[src/rtl/frisc_arb_pkg.sv]
// frisc_arb_pkg: shared sizes and types for the FRISC one-hot round-robin arbiter
package frisc_arb_pkg;
  localparam int NUM_REQ = 8;
  localparam int IDX_W = 3;
  typedef logic [NUM_REQ-1:0] onehot_t;
  typedef logic [IDX_W-1:0] idx_t;
endpackage

[src/rtl/onehot_rr_pick.sv]
// onehot_rr_pick: combinational round-robin winner selection from req starting at ptr
module onehot_rr_pick
  import frisc_arb_pkg::*;
(
  input  logic [NUM_REQ-1:0] req,
  input  logic [IDX_W-1:0]   ptr,
  output logic [IDX_W-1:0]   pick_idx,
  output logic [NUM_REQ-1:0] pick_oh,
  output logic               any_req
);
  logic [2*NUM_REQ-1:0] dbl;
  onehot_t rot;
  idx_t off;
  assign dbl = {req, req} >> ptr;
  assign rot = dbl[NUM_REQ-1:0];
  // lowest set bit of the rotated vector is the distance from ptr to the winner
  always_comb begin
    off = '0;
    for (int i = NUM_REQ - 1; i >= 0; i--) off = rot[i] ? idx_t'(i) : off;
  end
  assign any_req = |req;
  assign pick_idx = ptr + off;
  assign pick_oh = any_req ? onehot_t'(1) << pick_idx : '0;
endmodule

[src/rtl/onehot_rr_arbiter.sv]
// onehot_rr_arbiter: 8-way round-robin arbiter feeding a single registered valid/ready output
module onehot_rr_arbiter
  import frisc_arb_pkg::*;
#(
  parameter int WIDTH = 32
) (
  input  logic                     clk,
  input  logic                     reset,
  input  logic [NUM_REQ-1:0]       req,
  input  logic [NUM_REQ*WIDTH-1:0] in_data,
  output logic [NUM_REQ-1:0]       in_ready,
  input  logic                     lock,
  output logic                     out_valid,
  input  logic                     out_ready,
  output logic [WIDTH-1:0]         out_data,
  output logic [NUM_REQ-1:0]       out_grant,
  output logic [IDX_W-1:0]         out_idx
);
  idx_t ptr;
  idx_t pick_idx;
  onehot_t pick_oh;
  logic any_req;
  logic can_load;
  logic xfer;
  onehot_rr_pick u_pick (
    .req     (req),
    .ptr     (ptr),
    .pick_idx(pick_idx),
    .pick_oh (pick_oh),
    .any_req (any_req)
  );
  assign can_load = !out_valid || out_ready;
  assign in_ready = (can_load && any_req && !reset) ? pick_oh : '0;
  assign xfer = can_load && any_req;
  // load the winner on a transfer, otherwise empty the register once it is consumed
  always_ff @(posedge clk or posedge reset) begin
    if (reset) begin
      out_valid <= 1'b0;
      out_data  <= '0;
      out_grant <= '0;
      out_idx   <= '0;
      ptr       <= '0;
    end else if (xfer) begin
      out_valid <= 1'b1;
      out_data  <= in_data[pick_idx*WIDTH +: WIDTH];
      out_grant <= pick_oh;
      out_idx   <= pick_idx;
      ptr       <= lock ? pick_idx : pick_idx + idx_t'(1);
    end else if (out_ready) begin
      out_valid <= 1'b0;
      out_grant <= '0;
      out_idx   <= '0;
    end
  end
endmodule

[config.mk]
export PLATFORM = sky130hd
export DESIGN_NAME = onehot_rr_arbiter
export DESIGN_NICKNAME = d
export VERILOG_FILES = /design/src/rtl/frisc_arb_pkg.sv /design/src/rtl/onehot_rr_pick.sv /design/src/rtl/onehot_rr_arbiter.sv
export SDC_FILE = /design/constraint.sdc
export NUM_CORES = 1
export LEC_CHECK = 0
export CORE_AREA = 2 2 125 127
export CTS_CLUSTER_DIAMETER = 80
export DETAILED_ROUTE_END_ITERATION = 10
export DIE_AREA = 0 0 127 129
export PLACE_DENSITY = 0.84
export SYNTH_ARGS = -nofsm -noshare
export SYNTH_HDL_FRONTEND = slang
export SYNTH_HIERARCHICAL = 1
export SYNTH_SLANG_ARGS = --single-unit
export TNS_END_PERCENT = 5
[constraint.sdc]
create_clock -name clk -period 5.75 [get_ports clk]
set_clock_uncertainty 0.05 [all_clocks]
set_input_delay 0.8625 -clock clk [delete_from_list [all_inputs] [get_ports clk]]
set_output_delay 0.8625 -clock clk [all_outputs]
set_load 0.01 [all_outputs]
==> results.cfg <==
[run_status]
outcome = completed

[synthesis]
synth_seq_cells = 47
ys_types = 57
synth-simple-area-share = 0.0990
synth-seq-area-share = 0.235
synth.avg_cell_area_sq_um = 10.1
synth_xor_xnor_area_share = 0.00350
synthArstFlopShare = 1.00
synth_top_area_cell = dfrtp_1
synth_common_cells = mux2i_1, dfrtp_1, mux2_2, o21ai_0, mux2_1
synth_top_family_by_area = multiplexers
ys_warn_count = 6
synth_area_sq_um = 5010
ys_top_cells_by_area = dfrtp_1, mux2i_1, mux2_2
syn_inst = 497
synth-edff-count = 0
synth_compound_area_frac = 0.244
yosysTopAreaCellShare = 0.235
synth_fa_ha_area_frac = 0.00900
synthMuxAreaShare = 0.340
synth.most_common_cell = mux2i_1
ys.flop_type = dfrtp_1
syn-num-nets = 768

[critical_path]
crit_required_ns = 4.84
path_cells = clkdlybuf4s50_1 -> mux4_2 -> a2111oi_2 -> a31oi_1 -> o21ai_1 -> buf_4 -> ha_4 -> inv_1 -> fa_1 -> inv_1 -> o211ai_1 -> o211ai_4 -> inv_6 -> nor4b_4 -> nor3b_2 -> clkdlybuf4s50_1
crit_path_max_incr_delay_ns = 0.55
crit_fanout = 5
cp-end-kind = output port
cp-start-kind = input port
crit_family = buffers and inverters
critPathSlowestCell = clkdlybuf4s50_1
crit_type = input port to output port
arrival_ns = 4.77
critPathBufInv = 6

[pwr]
max-vdd-ir-drop_v = 0.00113
p_leak_nw = 3.47
power_density_nw_per_um2 = 703
power_mw = 6.03

[floorplan]
core_area_sq_um = 15000
io_pins = 320
die_h_um = 129
rows = 45
die_area_sq_um = 16400
die_w_um = 127
initial_utilization = 0.334

[timing]
fin_crit_sh = 0.989
hold_slack_ns = 0.467
max_freq_ghz = 0.176
fin_ws_ns = 0.0626
report.final.slew_viol_count = 0
rsz0062_at_grt = true
setup-violations-final = 0
finalCriticalPeriod_ns = 5.69
relSlewSlack = 0.203
finalHoldViolCount = 0
timing.setup.tns_ns = 0
tightest_slew_ns = 1.19

[route]
drt_iter0_drc = 260
antenna_left = 0
dr.pass1.iters = 5
vias = 5365
remaining_drc_errors = 0
via_per_inst = 5.42
wire_per_inst_um = 20.3
wl_um = 20100

[placement]
portBuffers = 319
place_congestion = 0.846
place_inst = 980
pre_cts_slack_ns = -0.0893
hpwl_um = 15500

[clock_network]
cts_tree = built
cts_root_buffer = clkbuf_16
cts.sinks = 47
cts-buffers-inserted = 5
clk_pin_slew_ns = 0.07
htree_levels = 2
hold_buffers = 0
cts_setup_buffers = 0
clock_latency_ns = 0.29
cts_buffer_depth = 2

[cells_and_area]
drive_above_1_share = 0.159
fin_cells = 989
num-nets-final = 1070
regArea_sq_um = 1180
multi_input_area_sq_um = 3520
area.growth.synth_to_final_pct = 71.2
fillers = 1278

[run]
maxCapViolCount = 0

[global_route]
antenna_found_initial = 1
grt_pass1_wl_um = 29400
grt_pass1_vias = 5321
grt_usage = 0.232
overflow = 0
grt_max_degree = 140

[hold_path]
holdCritPathClass = flip-flop to flip-flop
-- logic make-up (layout without fill, tap and decap cells) --
family                     Yosys count  in the layout
adders and majority gates            3              3
DFF                                 47             47
xor gates and xnor gates             2              2
AOI/OAI and AO/OA                  155            155
other                                0              1
muxes                              152            152
and+or+nand+nor                     80             80
buffers and inverters               58            361
-- layer usage --
metal  global-route usage  up-vias  part of all wire
li1                     -     2533                 -
met4               0.0685        0             0.022
met3               0.0470       24             0.065
met2                0.388      225              0.49
met1                0.304     2583              0.42
met5                    0        -                 0
-- final timing paths --
path / cells past startpoint / start / endpoint / slack (ns)
max: 16 / req[2] / in_ready[2] / 0.06
min in group asynchronous: 2 / reset / out_data[4]$_DFFE_PP0P_ / 1.35
max reg2reg: 20 / ptr[1]$_DFFE_PP0P_ / out_data[3]$_DFFE_PP0P_ / 1.10
min: 2 / out_data[26]$_DFFE_PP0P_ / out_data[26]$_DFFE_PP0P_ / 0.47
max in group asynchronous: 2 / reset / out_data[20]$_DFFE_PP0P_ / 3.63
min reg2reg: 2 / out_data[26]$_DFFE_PP0P_ / out_data[26]$_DFFE_PP0P_ / 0.47
-- flip-flops by register name, summed over array words and instances (netlist names) --
| register | count |
|---|---|
| out_grant | 8 |
| ptr | 3 |
| out_data | 32 |
| out_valid | 1 |
| out_idx | 3 |
-- tightest hold or removal path, cell delays in order, from the launching register on --
cell and delay (ns):
dfrtp_1 0.34, o21ai_0 0.08, o31ai_1 0.07
-- cell type report --
cell class	count	area share
inverter	9	0.00453
antenna	1	0.000292
timing repair buffer	344	0.399
multi-input combinational	392	0.411
clock inverter	3	0.00555
sequential	47	0.137
tap	188	0.0274
clock buffer	5	0.0146
-- through the flow --
stage          utilization  instance area (sq um)
6_report             0.572                   8570
5_1_grt              0.572                   8570
4_1_cts              0.570                   8540
3_5_place_dp         0.558                   8360
3_3_place_gp         0.558                   8360
2_1_floorplan            -                   5010
-- power breakdown --
group          internal [mW]  switching, mW
combinational           2.47           2.61
clock                  0.208          0.141
sequential             0.497          0.103
-- timing repair --
action | in CTS | in global routing
resized for setup | 3 | 10
pin swaps | 0 | 1
endpoints found under the setup margin | 7 | 7
-- cell usage in the layout, fill, tap and decap left out, types with 2 or more instances in the layout --
| master | Yosys | routed |
|---|---|---|
| clkdlybuf4s50_1 | 0 | 312 |
| mux2_2 | 46 | 46 |
| o211ai_1 | 2 | 2 |
| clkbuf_16 | 0 | 5 |
| a31oi_1 | 2 | 2 |
| nor2_1 | 16 | 16 |
| nand4_1 | 2 | 2 |
| buf_4 | 11 | 23 |
| nand2_1 | 6 | 6 |
| nand3_1 | 2 | 2 |
| o31ai_1 | 8 | 8 |
| inv_6 | 1 | 2 |
| mux2i_1 | 63 | 63 |
| a211oi_1 | 4 | 4 |
| or2_2 | 2 | 2 |
| and3_1 | 3 | 3 |
| nor2b_1 | 22 | 20 |
| nand3b_1 | 2 | 2 |
| a2111oi_0 | 5 | 4 |
| nor3b_1 | 9 | 8 |
| inv_1 | 8 | 7 |
| o41ai_2 | 4 | 4 |
| o21ai_1 | 1 | 2 |
| mux4_2 | 6 | 6 |
| buf_12 | 0 | 2 |
| o21ai_0 | 40 | 39 |
| o31ai_2 | 20 | 20 |
| a22o_1 | 28 | 28 |
| mux2_1 | 36 | 36 |
| o22ai_1 | 32 | 32 |
| dfrtp_1 | 47 | 47 |
| dlymetal6s2s_1 | 0 | 6 |
| nor3_1 | 5 | 5 |
Power figures use the tool's default switching activity.
